<file path="src/rtl/shift_right_transmitter_pkg.sv">
// ============================================================================
// Module      : shift_right_transmitter_pkg
// Description : Shared state encoding and last-count helper for the
//               shift-right transmitter. Honours SHIFT_RIGHT_TRANSMITTER_PARITY_EN.
// Revision    : 1.0 - initial release
// ============================================================================
`default_nettype none

package shift_right_transmitter_pkg;

    typedef enum logic {
        ST_IDLE  = 1'b0,
        ST_SHIFT = 1'b1
    } state_t;

    // Counter value at which the final bit of a word is on the line.
    function automatic int last_count(input int bits);
`ifdef SHIFT_RIGHT_TRANSMITTER_PARITY_EN
        return bits;
`else
        return bits - 1;
`endif
    endfunction

endpackage

`default_nettype wire

</file>
<file path="src/rtl/shift_right_transmitter_bit_counter.sv">
// ============================================================================
// Module      : bit_counter
// Description : Terminal-count up counter; saturates at LAST, cleared by
//               i_clr or i_sclr. Reusable by receive/UART blocks.
// Revision    : 1.0 - initial release
// ============================================================================
`default_nettype none

module bit_counter #(
    parameter int WIDTH = 3,
    parameter int LAST  = 4
) (
    input  logic             clk,
    input  logic             i_rst_n,
    input  logic             i_sclr,
    input  logic             i_clr,
    input  logic             i_en,
    output logic [WIDTH-1:0] o_cnt,
    output logic             o_last
);

    localparam logic [WIDTH-1:0] c_LAST = WIDTH'(LAST);

    logic [WIDTH-1:0] r_cnt;
    logic             w_last;

    assign w_last = (r_cnt == c_LAST);

    always_ff @(posedge clk or negedge i_rst_n) begin
        if (!i_rst_n) begin
            r_cnt <= '0;
        end else if (i_sclr || i_clr) begin
            r_cnt <= '0;
        end else if (i_en && !w_last) begin
            r_cnt <= r_cnt + 1'b1;
        end
    end

    assign o_cnt  = r_cnt;
    assign o_last = w_last;

endmodule

`default_nettype wire

</file>
<file path="src/rtl/shift_right_transmitter.sv">
// ============================================================================
// Module      : shift_right_transmitter
// Description : Parallel-in / serial-out transmitter, LSB first, with
//               load/ready handshake. Optional even parity bit when
//               SHIFT_RIGHT_TRANSMITTER_PARITY_EN is defined.
// Revision    : 1.0 - initial release
// ============================================================================
`default_nettype none

module shift_right_transmitter
    import shift_right_transmitter_pkg::*;
#(
    parameter int BITS  = 5,
    parameter int CNT_W = $clog2(BITS + 1)
) (
    input  logic            clk,
    input  logic            i_rst_n,
    input  logic            i_sclr,
    input  logic            i_load,
    input  logic [BITS-1:0] i_data,
    input  logic            i_en,
    output logic            o_dat,
    output logic            o_valid,
    output logic            o_ready,
    output logic            o_done
);

    localparam int LAST = last_count(BITS);

    state_t            r_state;
    state_t            w_state_nxt;
    logic [BITS-1:0]   r_shift;
    logic [BITS-1:0]   w_shift_nxt;
    logic              r_done;
    logic [CNT_W-1:0]  w_cnt;
    logic              w_last;
    logic              w_load_acc;
    logic              w_step;
    logic              w_final;

    assign w_load_acc = (r_state == ST_IDLE)  && i_load;
    assign w_step     = (r_state == ST_SHIFT) && i_en;
    assign w_final    = w_step && w_last;

    bit_counter #(
        .WIDTH (CNT_W),
        .LAST  (LAST)
    ) u_bit_counter (
        .clk     (clk),
        .i_rst_n (i_rst_n),
        .i_sclr  (i_sclr),
        .i_clr   (w_load_acc || w_final),
        .i_en    (w_step),
        .o_cnt   (w_cnt),
        .o_last  (w_last)
    );

`ifdef SHIFT_RIGHT_TRANSMITTER_PARITY_EN
    localparam logic [CNT_W-1:0] c_DATA_LAST = CNT_W'(BITS - 1);

    logic r_parity;

    always_ff @(posedge clk or negedge i_rst_n) begin
        if (!i_rst_n) begin
            r_parity <= 1'b0;
        end else if (i_sclr) begin
            r_parity <= 1'b0;
        end else if (w_load_acc) begin
            r_parity <= ^i_data;
        end
    end
`else
    logic w_unused_cnt;
    assign w_unused_cnt = ^w_cnt;
`endif

    always_comb begin
        w_state_nxt = r_state;
        case (r_state)
            ST_IDLE:  if (i_load)            w_state_nxt = ST_SHIFT;
            ST_SHIFT: if (i_en && w_last)    w_state_nxt = ST_IDLE;
            default:                         w_state_nxt = ST_IDLE;
        endcase
    end

    always_comb begin
        w_shift_nxt = r_shift;
        if (w_load_acc) begin
            w_shift_nxt = i_data;
        end else if (w_final) begin
            w_shift_nxt = '0;
        end else if (w_step) begin
            w_shift_nxt = r_shift >> 1;
`ifdef SHIFT_RIGHT_TRANSMITTER_PARITY_EN
            // After the last data bit the parity bit takes its place on the line.
            if (w_cnt == c_DATA_LAST) begin
                w_shift_nxt = {{(BITS-1){1'b0}}, r_parity};
            end
`endif
        end
    end

    always_ff @(posedge clk or negedge i_rst_n) begin
        if (!i_rst_n) begin
            r_state <= ST_IDLE;
            r_shift <= '0;
            r_done  <= 1'b0;
        end else if (i_sclr) begin
            r_state <= ST_IDLE;
            r_shift <= '0;
            r_done  <= 1'b0;
        end else begin
            r_state <= w_state_nxt;
            r_shift <= w_shift_nxt;
            r_done  <= w_final;
        end
    end

    assign o_dat   = r_shift[0];
    assign o_valid = (r_state == ST_SHIFT);
    assign o_ready = (r_state == ST_IDLE);
    assign o_done  = r_done;

endmodule

`default_nettype wire

</file>
<file path="config.mk">
export PLATFORM = sky130hd
export DESIGN_NAME = shift_right_transmitter
export DESIGN_NICKNAME = d
export VERILOG_FILES = /design/src/rtl/shift_right_transmitter_pkg.sv /design/src/rtl/shift_right_transmitter_bit_counter.sv /design/src/rtl/shift_right_transmitter.sv
export SDC_FILE = /design/constraint.sdc
export NUM_CORES = 1
export LEC_CHECK = 0
export CORE_AREA = 5 5 42 44
export CTS_BUF_LIST = sky130_fd_sc_hd__clkbuf_8
export DETAILED_ROUTE_END_ITERATION = 8
export DIE_AREA = 0 0 47 49
export PLACE_DENSITY = 0.76
export SLEW_MARGIN = 20
export SYNTH_ARGS = -nofsm -noshare
export SYNTH_HDL_FRONTEND = slang
export SYNTH_HIERARCHICAL = 1
export SYNTH_SLANG_ARGS = --single-unit
</file>
<file path="constraint.sdc">
create_clock -name clk -period 2.6 [get_ports clk]
set_clock_uncertainty 0.05 [all_clocks]
set_input_delay 0.52 -clock clk [delete_from_list [all_inputs] [get_ports clk]]
set_output_delay 0.52 -clock clk [all_outputs]
set_load 0.02 [all_outputs]
</file>
* Yosys cells after proc, flatten, opt, wreduce, memory -nomap -nowiden *
Cells that the tools add are included.

word-level totals
  flip-flop bits (word level) = 10
  input port bits = 10
  output and inout port bits = 4
  logic and storage cells = 28

cells by class
  $add $sub $neg = 1
  equal/unequal tests = 1
  multiplexer cells = 11
  bitwise operators = 1
  reduce and logical (&&, ||, !) cells = 10

operators with widths
  kind                   number
  $mux W5                4
  $mux W3                2
  $logic_and A1 B1 Y1    5
  $mux W1                4
  $reduce_bool A4 Y1     1
  $add A3 B1 Y3 const B  1
  $eq A3 B3 Y1 const B   1
  $logic_or A1 B1 Y1     2
  $pmux W1 S2            1
  $reduce_bool A2 Y1     1
  $logic_not A1 Y1       1
  $not A1 Y1             1

* Longest topological paths before layout *
  depth in word-level cells = 5
  depth in mapped cells = 7
  gate-level depth less buffers = 7

* Hierarchy *
Netlist, hierarchy kept.

by module, submodules not included
  module                   times used  cells an instance  area each (um^2)  sequential area each (um^2)
  shift_right_transmitter  1           37                 344.1             175.2
  bit_counter              1           18                 202.7             75.1

* Least setup slack after synthesis *
No wires, ideal clock.

  kind = register to register
  start = reg u_bit_counter.r_cnt[0] (netlist: u_bit_counter/o_cnt[0])
  end = reg u_bit_counter.r_cnt[1] (netlist: u_bit_counter/o_cnt[1])
  setup time = 128 ps
  arrival time = 1416 ps
  data required time = 2422 ps
  setup slack = 1006 ps
  cell stages (with the launch flop) = 8
  path buffers = 0
  clock period less this slack = 1594 ps
  cell sequence = dfrtp_1 inv_1 ha_1 and2_1 nand3_1 nand2_1 nor3b_1 mux2_1

on the way
  cells in the longest elaborated chain, start to end = 5
  elaborated cells between the ends (all ways) = 10
  those cells by class = 1 x add/sub; 1 x eq/ne; 2 x mux; 6 x reduce/logical

RTL lines
  element                                        line                                       source
  start, declared                                shift_right_transmitter_bit_counter.sv:24  logic [WIDTH-1:0] r_cnt;
  start signal, assigned                         shift_right_transmitter_bit_counter.sv:35  r_cnt <= r_cnt + 1'b1;
  $eq A3 B3 Y1 (*)                               shift_right_transmitter_bit_counter.sv:27  assign w_last = (r_cnt == c_LAST);
  via w_last                                     shift_right_transmitter.sv:36              logic w_last;
  $logic_and A1 B1 Y1                            shift_right_transmitter.sv:43              assign w_final = w_step && w_last;
  $logic_or A1 B1 Y1                             shift_right_transmitter.sv:52              .i_clr (w_load_acc || w_final),
  $logic_or A1 B1 Y1                             shift_right_transmitter_bit_counter.sv:32  end else if (i_sclr || i_clr) begin
  $mux W3 or $reduce_bool A2 Y1 (tied branches)  n/a

Mark *: on every way through the listed nets, which the timed path passes. The rest lies on a longest branch. The select of a mux whose other input is x is not followed.
A chain may end at the register's enable or synchronous reset.

* Worst setup path in the final report *
  start = reg r_state (netlist: o_valid)
  end = out o_ready

on the way
  cells in the longest elaborated chain, start to end = 1

RTL lines
  element                 line                            source
  start, declared         shift_right_transmitter.sv:30   state_t r_state;
  start signal, assigned  shift_right_transmitter.sv:113  r_state <= w_state_nxt;
  $not A1 Y1              shift_right_transmitter.sv:121  assign o_ready = (r_state == ST_IDLE);
  end, declared           shift_right_transmitter.sv:24   output logic o_ready,

No other way between the ends.

==> flow_summary.toml <==
[worst_setup_path]
path_class = "flip-flop to primary output"
cpPeakStageDelay_ns = 0.60
end_kind = "primary output"
cp_max_fo = 8
critPathBufInv = 2
worstPathRequired_ns = 2.03
r2r_start = "u_bit_counter/o_cnt[0]$_DFFE_PN0P_"
critical_path.startpoint = "o_valid$_DFF_PN0_"
cp-start-kind = "flip-flop"
rrSetupSlack_ns = 0.78
crit_path_cell_trace = "inv_1 -> clkdlybuf4s50_1"
slowest_stage = "clkdlybuf4s50_1"
cp_top_family = "buffers and inverters"
crit_arrival_ns = 1.40

[logic_synthesis]
syn_inst = 55
synth_top_area_share_pct = 45.8
synth_top_flop_cell = "dfrtp_1"
yosysMostFrequentCell = "dfrtp_1"
syn_nets = 67
yosysWarnings = 6
seq_area_frac_synth_pct = 45.8
ys_types = 21
synthArstFlopShare_pct = 100
avgSynthCellArea_um2 = 9.94
ys_ff_latch = 10
netlist_area_um2 = 547
synth_edf_count = 0
synthTopCellsByArea = "dfrtp_1 (46%), ha_1 (4.6%), nor2b_1 (4.6%), nor3_1 (4.6%), o22ai_1 (4.6%)"
synth_common_cells = "dfrtp_1 (10), nor2_1 (6), nor3_1 (5)"
synth_top_area_cell = "dfrtp_1"

[status]
outcome = "finished clean"

[finish]
fin_nets = 85
area_growth_syn_to_layout_pct = 35.0
antennaDiodeCount = 0
fillers = 160
drive_above_1_share_pct = 11.3

[route]
viasPerCell = 5.21
drtIter0Drc = 3
routed_wl_um = 1170
vias = 453
drc = 0
first_pass_iters = 4
drt-wirelength-per-cell_um = 13.4
antenna_left = 0

[placed_design]
numPortBuffers = 13
dp_hpwl_um = 900
dp_slack_ns = 0.599
gp_congestion = 0.729

[sta]
setup_tns_ns = 0
min_period_over_period_pct = 75.7
finalCriticalPeriod_ns = 1.97
worst_slew_pin_slew_ns = 0.448
setup_viol = 0
slew_headroom_pct = 70.1
slew_viol_final = 0
layout_setup_ws_ns = 0.632
hold_viol = 0
whs_ns = 0.504
max_freq_mhz = 508
rsz0062_at_grt = "no"

[global_routing]
antenna_found_initial = 0
grt_max_degree = 13
grt_pass1_wl_um = 2050
gr-total-overflow = 0
grt.total_usage_pct = 12.7
grt_pass1_vias = 470

[floorplan]
die_height_um = 49
die_width_um = 47
core-area_um2 = 1400
rows = 14
pin_count = 14
initial_utilization_pct = 39.0
die_area_um2 = 2300

[clocking]
cts_resized = 0
clockBufferDepth = 2
cts_max_level = 1
hold_buffers = 0
clock-sinks = 10
numCtsBuffers = 3
root_buffer = "clkbuf_8"
tritoncts = "yes"
cts.clk_slew.worst_paths_ns = 0.05
postCtsSetupRepairBufs = 0
clk_latency_ns = 0.23

[pwr]
peakVddDrop_uv = 308
total_leakage_power_nw = 0.335
p_per_area_nw_per_um2 = 533

[worst_hold_path]
holdCritPathClass = "flip-flop to flip-flop"
hp-start = "r_shift[2]$_DFFE_PN0P_"

[job]
maxCapViolCount = 0
tightest hold or removal path: stages (launching register included):
cell and delay (ns):
dfrtp_1 0.34, nor2_1 0.05, nor3_1 0.11
sequential cells by signal (all words and copies together), names as in the netlist:
| register | cells |
|---|---|
| r_shift | 5 |
| u_bit_counter/o_cnt | 3 |
| o_done | 1 |
| o_valid | 1 |
per-layer routing:
metal  track usage (%)  share of wire, %
met4              9.68               3.6
met2              17.6                45
met3              3.32               6.4
met1              16.0                45
met5                 0                 0
metrics by stage:
step | total power, mW | instance area [um^2] | cells | util, %
6_report | 0.393 | 738 | 87 | 52.7
5_1_grt | 0.418 | 738 | 87 | 52.7
4_1_cts | 0.399 | 738 | 87 | 52.7
3_5_place_dp | 0.239 | 697 | 84 | 49.7
3_3_place_gp | 0.237 | 697 | 84 | 49.7
2_1_floorplan | 0.205 | 547 | 55 | -
cell usage in the layout, fill, tap and decap left out, drive strengths merged:
master	netlist	layout
nand2	3	3
nor2	6	6
nand3b	1	1
o22ai	4	4
clkdlybuf4s50	0	13
nand2b	1	1
mux2	4	4
clkbuf	0	3
and2	1	1
inv	4	4
nor3	5	5
nand3	1	1
and4b	1	1
nor4	1	1
ha	2	2
dfrtp	10	10
o21ai	1	1
nor2b	4	4
a21boi	1	1
a21oi	2	2
nor3b	3	3
final cells by class:
cell class / count / area [um^2] / share of cell area, %
timing repair buffer: 13 / 130 / 17.6
multi-input combinational: 41 / 282 / 38.1
clock buffer: 3 / 41.3 / 5.59
inverter: 4 / 15.0 / 2.03
tap: 16 / 20.0 / 2.71
sequential: 10 / 250 / 33.9
where the power goes:
group / internal [mW] / switching (mW)
combinational: 0.0348 / 0.0302
clock: 0.101 / 0.0563
sequential: 0.164 / 0.00656
final timing paths:
check / end / depth (start not counted)
worst max-delay path: o_ready / 2
worst min-delay path: r_shift[2]$_DFFE_PN0P_ / 2
worst max register to register: u_bit_counter/o_cnt[1]$_DFFE_PN0P_ / 7
worst min register to register: r_shift[2]$_DFFE_PN0P_ / 2
max in group asynchronous: u_bit_counter/o_cnt[1]$_DFFE_PN0P_ / 1
min in group asynchronous: r_shift[0]$_DFFE_PN0P_ / 1
logic make-up (layout without fill, tap and decap cells):
family                   after synthesis  in the layout  share of synthesized area [%]
buffers and inverters                  4             20                           2.75
adder cells (fa/ha/maj)                2              2                           4.58
AND/OR/NAND/NOR                       27             27                           28.6
AO/OA/AOI/OAI                          8              8                           9.38
flip-flops                            10             10                           45.8
multiplexers                           4              4                           8.92
Power figures use the tool's default switching activity.
